**src/rtl/sub_pkg.sv**
```systemverilog
// Shared types and defaults for the bit-serial subtractor.
package sub_pkg;

  typedef enum logic [1:0] {
    OCIOSO,
    CALC,
    FIM
  } estado_t;

  localparam int N_DEFAULT = 8;

endpackage

```
**src/rtl/subtrator_1bit.sv**
```systemverilog
// Combinational 1-bit full subtractor: d = a - b - bin, with borrow-out.
module subtrator_1bit (
  input  logic a,
  input  logic b,
  input  logic bin,
  output logic d,
  output logic bout
);

  always_comb begin
    d    = a ^ b ^ bin;
    bout = (~a & b) | (~(a ^ b) & bin);
  end

endmodule

```
**src/rtl/subtrator_serial.sv**
```systemverilog
// Bit-serial N-bit subtractor, LSB first, one reused full-subtractor cell and a borrow flop.
module subtrator_serial
  import sub_pkg::*;
#(
  parameter int N = N_DEFAULT,
  localparam int CNT_W = $clog2(N)
) (
  input  logic         clk,
  input  logic         rst,
  input  logic         start,
  input  logic [N-1:0] a,
  input  logic [N-1:0] b,
  input  logic         bin,
  output logic         busy,
  output logic         done,
  output logic [N-1:0] diff,
  output logic         bout,
  output logic         overflow
);

  localparam logic [CNT_W-1:0] LastBit = CNT_W'(N - 1);

  estado_t          state_q;
  logic [N-1:0]     sh_a_q;
  logic [N-1:0]     sh_b_q;
  logic [N-1:0]     sh_d_q;
  logic             brw_q;
  logic [CNT_W-1:0] cnt_q;
  // Operand signs are shifted out during CALC, so keep them for the overflow check.
  logic             sign_a_q;
  logic             sign_b_q;

  logic cell_d;
  logic cell_bo;

  subtrator_1bit u_cell (
    .a    (sh_a_q[0]),
    .b    (sh_b_q[0]),
    .bin  (brw_q),
    .d    (cell_d),
    .bout (cell_bo)
  );

  assign busy = (state_q == CALC);

  always_ff @(posedge clk) begin
    if (rst) begin
      state_q  <= OCIOSO;
      sh_a_q   <= '0;
      sh_b_q   <= '0;
      sh_d_q   <= '0;
      brw_q    <= 1'b0;
      cnt_q    <= '0;
      sign_a_q <= 1'b0;
      sign_b_q <= 1'b0;
      done     <= 1'b0;
      diff     <= '0;
      bout     <= 1'b0;
      overflow <= 1'b0;
    end else begin
      done <= 1'b0;
      unique case (state_q)
        OCIOSO: begin
          if (start) begin
            sh_a_q   <= a;
            sh_b_q   <= b;
            brw_q    <= bin;
            cnt_q    <= '0;
            sign_a_q <= a[N-1];
            sign_b_q <= b[N-1];
            state_q  <= CALC;
          end
        end
        CALC: begin
          sh_a_q <= {1'b0, sh_a_q[N-1:1]};
          sh_b_q <= {1'b0, sh_b_q[N-1:1]};
          sh_d_q <= {cell_d, sh_d_q[N-1:1]};
          brw_q  <= cell_bo;
          cnt_q  <= cnt_q + CNT_W'(1);
          if (cnt_q == LastBit) begin
            state_q <= FIM;
          end
        end
        FIM: begin
          diff     <= sh_d_q;
          bout     <= brw_q;
          overflow <= (sign_a_q != sign_b_q) && (sh_d_q[N-1] != sign_a_q);
          done     <= 1'b1;
          state_q  <= OCIOSO;
        end
        default: state_q <= OCIOSO;
      endcase
    end
  end

endmodule
```
**config.mk**
```make
export PLATFORM = sky130hd
export DESIGN_NAME = subtrator_serial
export DESIGN_NICKNAME = d
export VERILOG_FILES = /design/src/rtl/sub_pkg.sv /design/src/rtl/subtrator_1bit.sv /design/src/rtl/subtrator_serial.sv
export SDC_FILE = /design/constraint.sdc
export NUM_CORES = 1
export LEC_CHECK = 0
export BUFFER_PORTS_ARGS = -buffer_cell sky130_fd_sc_hd__buf_4
export CORE_UTILIZATION = 47
export CTS_CLUSTER_SIZE = 12
export DETAILED_ROUTE_END_ITERATION = 8
export PLACE_DENSITY = 0.78
export SKIP_CTS_REPAIR_TIMING = 1
export SYNTH_ARGS = -nofsm -noshare
export SYNTH_HDL_FRONTEND = slang
export SYNTH_SLANG_ARGS = --single-unit
```
**constraint.sdc**
```tcl
create_clock -name clk -period 3.5 [get_ports clk]
set_input_delay 0.35 -clock clk [delete_from_list [all_inputs] [get_ports clk]]
set_output_delay 0.35 -clock clk [all_outputs]
set_load 0.01 [all_outputs]
```
==> summary.md, run 1 <==
| Metric | Value |
|---|---|
| Max Freq | 494 MHz |
| GR peak layer | met2 |
| Core ar. | 3440 µm² |
| Syn Area/Cell | 9.21 µm² |
| Non-filler cells, final | 262 |
| Setup crit end kind | output port |
| Clock Latency Late Sink | approximately 300 ps |
| Final-report hold violation count | 0 |
| Synthesis warning total | 0 |
| Peak supply drop | 0.288 mV |
| Rows | 21 |
| Via count | 1,340 |
| Critical Path RT | 3150 ps |
| WHS Path Cells | 3 |
| GRT Util Overall | 17.3% |
| Met3 Use GR | between 4 and 5% |
| RD Place Congestion | about 0.75 |
| Via density | 5.11 |
| CP Capture Point | busy |
| Internal reg-to-reg setup slack | 1830 ps |
| # IOs | 32 |
| TritonCTS clock tree | done |
| Synth top area cells | dfxtp_1, mux2i_1, nand2_1 |
| First-pass GRT wire length | between 5000 and 6000 µm |
| Area share of the largest cell type after synthesis | 49.2% |
| Endpoints failing setup | 0 |
| CP Max Fanout | 12 |
| Port bufs | 31 |
| Post-Route Setup TNS | 0 ps |
| Worst R2R End | sh_a_q[1] |
| Period utilization | 57.8% |
| Leak | 0.825 nW |
| Layout area overhead | 16.2% |
| Met1 global-route usage | between 15 and 20% |
| Crit. Startpoint | state_q[0] |
| DRT Pass-1 Iters | 4 |
| Die H | approximately 63 µm |
| Vias in the first global route | around 1,200 |
| Die width | 63.0 µm |
| Die Area | 3970 µm² |
| Post-DRT Antenna Nets | 0 |
| Placed inst area | 1950 µm² |
| Synthesized Nets | 213 |
| Antenna Cells | 0 |
| Post-synth top area cell | dfxtp_1 |
| Routed len/inst | between 10 and 15 µm |
| Clk_skew | around 4.6 ps |
| H-tree depth | 2 |
| Post-synth cell types | 25 |
| Post-DP HPWL | 2080 µm |
| Final wirelength | 3060 µm |
| Iter 0 DRT Violations | 70 |
| Type of the worst setup path | flip-flop to output port |
| Status | finished clean |
| Layout cells sized above 1 | approximately 20% |
| Min-delay worst type | input pin to flip-flop |
| Antenna violations before repair | 0 |
| Slowest stage delay, CP | 630 ps |
| Slew margin rel. | 56.2% |
| Clk slew on worst S/H paths | around 70 ps |
| Pwr per Cell Area | roughly 450 nW/µm² |
| Cell Area, Synth | 1750 µm² |
| Residual DRC | 0 |
| Post-synthesis sequential area ratio | roughly half |
| # clock sinks | between 40 and 50 |
| R2R depth | 3 |
| Final nets | ~240 |
| Unrepaired setup endpoints after global routing | false |
| Reg2Reg Launch Point | state_q[0] |
| Place WS | 1810 ps |
| Startpoint types | flip-flop |
| Clock Path Buffers | 2 |
| Post-Syn Instances | 190 |
| Final instance area | 2030 µm² |
| Critical path's slowest cell | dfxtp_1 |
| Met2 usage | 28.1% |
| Fin crit period | 2020 ps |
| Worst slew pin tran | 655 ps |
| Number of buffers created by CTS | 5 |
| Max-cap viol count | 0 |
| Max-slew violation count | 0 |
| CP cell instances | nand2b_1 -> inv_2 -> buf_4 |
| Clock Tree Root | clkbuf_8 |
| GR Overflow Total | 0 |
| Final setup margin | 1480 ps |
| Seq cells post-synth | 43 |
| Critical Path AT | 1670 ps |
| Largest net degree at the start of global routing | 44 |
| Dpl cells | 254 |
| Initial core utilization | 50.9% |
-- synth_stat cells --
| master | n |
|---|---|
| buf_4 | 2 |
| o21ba_2 | 1 |
| dfxtp_1 | 43 |
| fa_1 | 1 |
| o21bai_1 | 1 |
| buf_2 | 3 |
| clkbuf_1 | 5 |
| mux2i_1 | 18 |
| a22oi_1 | 3 |
| nand2_1 | 34 |
| nand2b_1 | 1 |
| buf_8 | 1 |
| nor3b_4 | 1 |
| ha_1 | 2 |
| nor3_1 | 3 |
| nor2_1 | 25 |
| a221oi_1 | 1 |
| or2b_1 | 1 |
| inv_1 | 4 |
| a21oi_1 | 17 |
| nor2b_1 | 2 |
| inv_2 | 1 |
| a22oi_2 | 1 |
| buf_6 | 3 |
| a211oi_1 | 16 |
-- stage by stage --
stage	hold slack [ps]	util [%]	power [W]
final	295	59.1	0.000921
after global routing	313	59.1	0.000969
after CTS	297	59.1	0.000932
after detailed placement	449	56.7	0.000633
after global placement	444	56.7	0.000631
after floorplan	432	-	0.000610
-- routing by layer --
metal	vias to the layer above	wire length [µm]
li1	696	-
met5	-	0
met1	602	1460
met2	34	1380
met3	8	142
met4	0	76
-- area by class of cell --
class                      instances  area [µm²]
fill                             339        1410
sequential                        43         861
multi-input combinational        128         773
timing repair buffer              32         240
clock buffer                       5        68.8
tap                               46        57.6
inverter                           5        18.8
clock inverter                     3        15.0
-- worst max-delay path, delay by kind of cell (launching register included) --
family,cells,cell delay (ps)
buffers and inverters,2,430
and+or+nand+nor,1,320
DFF,1,630
-- cells by family (layout without fill, tap and decap cells) --
kind of cell | after synthesis | count (layout) | synth area share (%)
AND/OR/NAND/NOR | 67 | 67 | 16.1
buffers and inverters | 19 | 45 | 6.65
adder cells (fa/ha/maj) | 3 | 3 | 2.57
multiplexers | 18 | 18 | 10.3
AO/OA/AOI/OAI | 40 | 40 | 15.2
flip-flops | 43 | 43 | 49.2
-- registers in the layout, indices dropped and copies added, names as in the netlist --
name      count
sign_b_q      1
state_q       2
cnt_q         3
sign_a_q      1
done          1
brw_q         1
bout          1
sh_b_q        8
sh_a_q        8
diff          8
overflow      1
sh_d_q        8
-- power breakdown --
group | switching [W] | internal [W]
sequential | 0.0000162 | 0.000511
clock | 0.000163 | 0.000136
combinational | 0.0000477 | 0.0000460
-- placed cells by master (no fill, tap or decap) --
master	count
a22oi_1	3
nor2b_1	2
a221oi_1	1
dfxtp_1	43
ha_1	2
a21oi_1	17
clkinv_2	3
buf_4	32
inv_2	1
fa_1	1
or2b_1	1
clkbuf_8	5
nor2_1	25
inv_1	4
nand2_1	34
nor3_1	3
mux2i_1	18
a22oi_2	1
nand2b_1	1
o21bai_1	1
o21ba_2	1
nor3b_4	1
a211oi_1	16
-- how the worst min path moves through the flow --
stage	start	slack [ps]	end
after floorplan	sh_d_q[0]	430	diff[0]
after global placement	diff[1]	440	diff[1]
after detailed placement	diff[1]	450	diff[1]
after CTS	b[7]	300	sign_b_q
after global routing	b[7]	310	sign_b_q
final	b[7]	290	sign_b_q
Note: power is estimated with default switching activity, not from simulation.
==> run 2: changes to the inputs <==
Settings changed: PLACE_DENSITY 0.78 to 0.81.
Clock period 3.5 ns to 1.62 ns, I/O delays scaled along.
==> summary.md, run 2 (synthesis gave the netlist of run 1 again) <==
| Metric | Value |
|---|---|
| Commonest non-fill, non-tap cell in the layout | dfxtp_1 |
| Post-Route Setup TNS | 0 ps |
| Post-DP HPWL | 2170 µm |
| Final Core Density | 61.7% |
| DRT Pass-1 Iters | 5 |
| Met2 usage | 26.7% |
| Residual DRC | 0 |
| H-tree depth | 2 |
| Final nets | 241 |
| Pint | 0.00183 W |
| GR peak layer | met2 |
| Worst slew pin tran | roughly 430 ps |
| Endpoints failing setup | 0 |
| Die H | 63.0 µm |
| Status | finished clean |
| Period utilization | 91.2% |
| Clock Path Buffers | 2 |
| First-pass GRT wire length | about 5500 µm |
| Met3 Use GR | 5.29% |
| Vias in the first global route | 1,205 |
| Fin crit period | 1480 ps |
| Core ar. | 3440 µm² |
| Clock Tree Root | clkbuf_8 |
| Setup crit end kind | output port |
| TritonCTS clock tree | done |
| GRT Util Overall | 18.0% |
| Unrepaired setup endpoints after global routing | false |
| Antenna violations before repair | 0 |
| Critical Path RT | 1460 ps |
| Via density | 5.03 |
| Type of the worst setup path | flip-flop to output port |
| Pwr per Cell Area | 1110 nW/µm² |
| Die Area | 3970 µm² |
| Iter 0 DRT Violations | roughly 100 |
| CP Max Fanout | 12 |
| CP cell instances | nand2b_1 -> inv_2 -> buf_4 |
| Rows | 21 |
| RD Place Congestion | 0.767 |
| Clk slew on worst S/H paths | 80 ps |
| Clock Latency Late Sink | 310 ps |
| Clk_skew | just under 8 ps |
| Final-report hold violation count | 0 |
| Layout cells sized above 1 | 21.5% |
| Slew margin rel. | 71.6% |
| WHS | 115 ps |
| Leak | 0.861 nW |
| Number of buffers created by CTS | 5 |
| Die width | 63.0 µm |
| Antenna Cells | 0 |
| Largest net degree at the start of global routing | between 40 and 50 |
| Seq pwr share | 48.5% |
| GR Overflow Total | 0 |
| Initial core utilization | about 51% |
| Clk pwr share | 42.3% |
| Most frequent cells in the layout | dfxtp_1, nand2_1, buf_4 |
| # IOs | 32 |
| Slowest stage delay, CP | 510 ps |
| Post-DRT Antenna Nets | 0 |
| Startpoint types | flip-flop |
| Met1 global-route usage | 22.7% |
| Layout area overhead | 21.2% |
| Final wirelength | 3210 µm |
| Critical path's slowest cell | dfxtp_1 |
| Net Sw Power | about 0.00052 W |
| Combinational power share | a little under a tenth |
| Routed len/inst | 12.1 µm |
| Via count | 1,332 |
| Sw frac | between 20 and 25% |
| Port bufs | 31 |
| # clock sinks | 43 |
| Critical Path AT | 1310 ps |
| Max Freq | 677 MHz |
| Max-slew violation count | 0 |
| Min-delay worst type | input pin to flip-flop |
| Peak supply drop | 0.593 mV |
| Max-cap viol count | 0 |
==> run 2: path summary, 6_finish.rpt <==
kind | startpoint | endpoint | slack [ps] | cells after the start
worst min register to register | sh_d_q[0] | sh_d_q[0] | 460 | 2
worst min-delay path | a[7] | sign_a_q | 110 | 3
worst max register to register | state_q[1] | overflow | 310 | 3
worst max-delay path | state_q[0] | busy | 140 | 3
==> run 2: layer usage <==
metal	part of all wire (%)	up-vias	routed length [µm]
li1	-	701	-
met4	2.6	0	83
met2	46	36	1470
met5	0	-	0
met3	5.9	8	191
met1	46	587	1470
==> run 2: area by class of cell <==
type	count	area, µm²
timing repair buffer	35	275
inverter	5	18.8
sequential	43	861
tap	46	57.6
clock buffer	5	68.8
fill	315	1320
clock inverter	3	67.6
multi-input combinational	128	773
==> run 2: through the flow <==
stage	setup WS (ps)	total power, W	instances	instance area, µm²
2_1_floorplan	454	0.00132	190	1750
3_3_place_gp	342	0.00137	257	1990
3_5_place_dp	310	0.00138	257	1990
6_report	143	0.00235	265	2120
4_1_cts	145	0.00236	265	2120
5_1_grt	65.8	0.00245	265	2120
==> run 2: power groups by stage <==
stage	clock network [W]	registers, W	logic (W)
finish	0.000992	0.00114	0.000217
floorplan	0	0.00115	0.000167
CTS	0.00101	0.00114	0.000218
detailed placement	0	0.00116	0.000218
global placement	0	0.00116	0.000213
global route	0.00107	0.00114	0.000243
==> run 2: worst max-delay path, delay by kind of cell, from the launching register on <==
kind / cells / cell delay [ps]
buffers and inverters: 2 / 380
and+or+nand+nor: 1 / 130
DFF: 1 / 510
==> run 3: changes to the inputs <==
Settings changed: GPL_ROUTABILITY_DRIVEN set to 1, PLACE_DENSITY 0.81 to 0.78.
Clock period 1.62 ns to 1.85 ns, I/O delays scaled along.
==> summary.md, run 3 (synthesis gave the netlist of run 1 again) <==
| Metric | Value |
|---|---|
| Combinational power share | approximately a tenth |
| Seq pwr share | about 52% |
| Number of buffers created by CTS | 5 |
| CP Max Fanout | 31 |
| # clock sinks | 43 |
| Crit. Startpoint | state_q[0] |
| Min-delay worst type | input pin to flip-flop |
| Die H | 63.0 µm |
| WHS Path Cells | 3 |
| R2R depth | 3 |
| Max Freq | 698 MHz |
| Reg2Reg Launch Point | state_q[0] |
| Slew margin rel. | 62.0% |
| Post-DRT Antenna Nets | 0 |
| Die Area | 3970 µm² |
| WHS | 144 ps |
| Internal reg-to-reg setup slack | 420 ps |
| Pint | 0.00149 W |
| Total power | 0.00193 W |
| Startpoint types | flip-flop |
| Final nets | 241 |
| Final wirelength | roughly 3100 µm |
| H-tree depth | 2 |
| Most frequent cells in the layout | dfxtp_1, buf_4, nand2_1 |
| Max-cap viol count | 0 |
| Initial core utilization | 50.9% |
| Routed len/inst | 11.7 µm |
| Clock Latency Late Sink | 300 ps |
| Post-DP HPWL | 2090 µm |
| RD Place Congestion | 0.781 |
| Iter 0 DRT Violations | 84 |
| Clk slew on worst S/H paths | 80 ps |
| Clk_skew | 7.08 ps |
| CP Capture Point | sh_a_q[1] |
| Residual DRC | 0 |
| CP cell instances | o21ba_2 -> nor2_1 -> a211oi_1 |
| FILL cells | 311 |
| Worst R2R End | sh_a_q[1] |
| Final setup margin | 417 ps |
| Endpoints failing setup | 0 |
| Sw frac | around 23% |
| Unrepaired setup endpoints after global routing | false |
| Net Sw Power | 0.000435 W |
| DRT Pass-1 Iters | 4 |
| Slowest stage delay, CP | 560 ps |
| TritonCTS clock tree | done |
| Layout cells sized above 1 | 21.5% |
| Post-Route Setup TNS | 0 ps |
| Clock Tree Root | clkbuf_8 |
| Via density | 5.00 |
| GRT Util Overall | a little under a fifth |
| Antenna violations before repair | 0 |
| Final-report hold violation count | 0 |
| Clk pwr share | about two fifths |
| # IOs | 32 |
| Setup crit end kind | flip-flop |
| Largest net degree at the start of global routing | 44 |
| Commonest non-fill, non-tap cell in the layout | dfxtp_1 |
| First-pass GRT wire length | between 5000 and 6000 µm |
| Type of the worst setup path | flip-flop to flip-flop |
| Final Core Density | 60.7% |
| Vias in the first global route | 1,206 |
| Antenna Cells | 0 |
| Clock Path Buffers | 2 |
| Critical Path RT | 2060 ps |
| Via count | 1,324 |
| Fin crit period | 1430 ps |
| Rows | 21 |
| Peak supply drop | approximately 0.54 mV |
| GR Overflow Total | 0 |
| Worst slew pin tran | between 500 and 600 ps |
| Pwr per Cell Area | 923 nW/µm² |
| Core ar. | 3440 µm² |
| Status | finished clean |
| Port bufs | 31 |
| Period utilization | 77.4% |
| Max-slew violation count | 0 |
| Layout area overhead | 19.4% |
| Place WS | a little over 400 ps |
| Critical Path AT | 1640 ps |
| Die width | roughly 63 µm |
| Critical path's slowest cell | o21ba_2 |
| Leak | 0.853 nW |
==> run 3: changes by cell type in the layout (fill, tap and decap cells not counted) <==
cell	delta
buf_4	+1
clkbuf_8	+1
buf_12	-1
clkinv_2	+1
bufinv_16	-1
clkinvlp_4	-1
==> run 3: power groups by stage <==
stage	registers, W	clock network [W]	logic (W)
after global placement	0.00102	0	0.000183
after detailed placement	0.00102	0	0.000187
after global routing	0.00100	0.000808	0.000212
after CTS	0.000995	0.000773	0.000188
after floorplan	0.00101	0	0.000146
final	0.000995	0.000749	0.000185
==> run 3: per-stage QoR <==
stage	area (µm²)	std cells
2_1_floorplan	1750	190
3_3_place_gp	1970	257
3_5_place_dp	1970	257
4_1_cts	2090	265
5_1_grt	2090	265
6_report	2090	265
==> run 3: worst max-delay path: cells and delay by family (launching register included) <==
family             cells  cell delay (ps)
AOI/OAI and AO/OA      2              800
DFF                    1              460
and+or+nand+nor        1               80
==> run 3: worst min-delay path by stage <==
stage | startpoint | end | slack [ps]
3_3_place_gp | a[7] | sign_a_q | 440
2_1_floorplan | a[7] | sign_a_q | 330
6_report | b[7] | sign_b_q | 140
5_1_grt | b[7] | sign_b_q | 170
4_1_cts | a[7] | sign_a_q | 130
3_5_place_dp | b[7] | sign_b_q | 450
==> run 3: routing by layer <==
layer	global-route usage (%)	routed length (µm)	vias to the layer above
met3	6.75	149	4
li1	-	-	704
met4	8.72	60	0
met5	0	0	-
met2	29.3	1430	29
met1	20.9	1460	587
==> run 3: final cells by class <==
| type | count | area [µm²] | share of cell area [%] |
|---|---|---|---|
| sequential | 43 | 861 | 41.2 |
| tap | 46 | 57.6 | 2.75 |
| clock buffer | 6 | 82.6 | 3.95 |
| multi-input combinational | 128 | 773 | 37.0 |
| inverter | 5 | 18.8 | 0.898 |
| clock inverter | 2 | 35.0 | 1.68 |
| timing repair buffer | 35 | 263 | 12.6 |
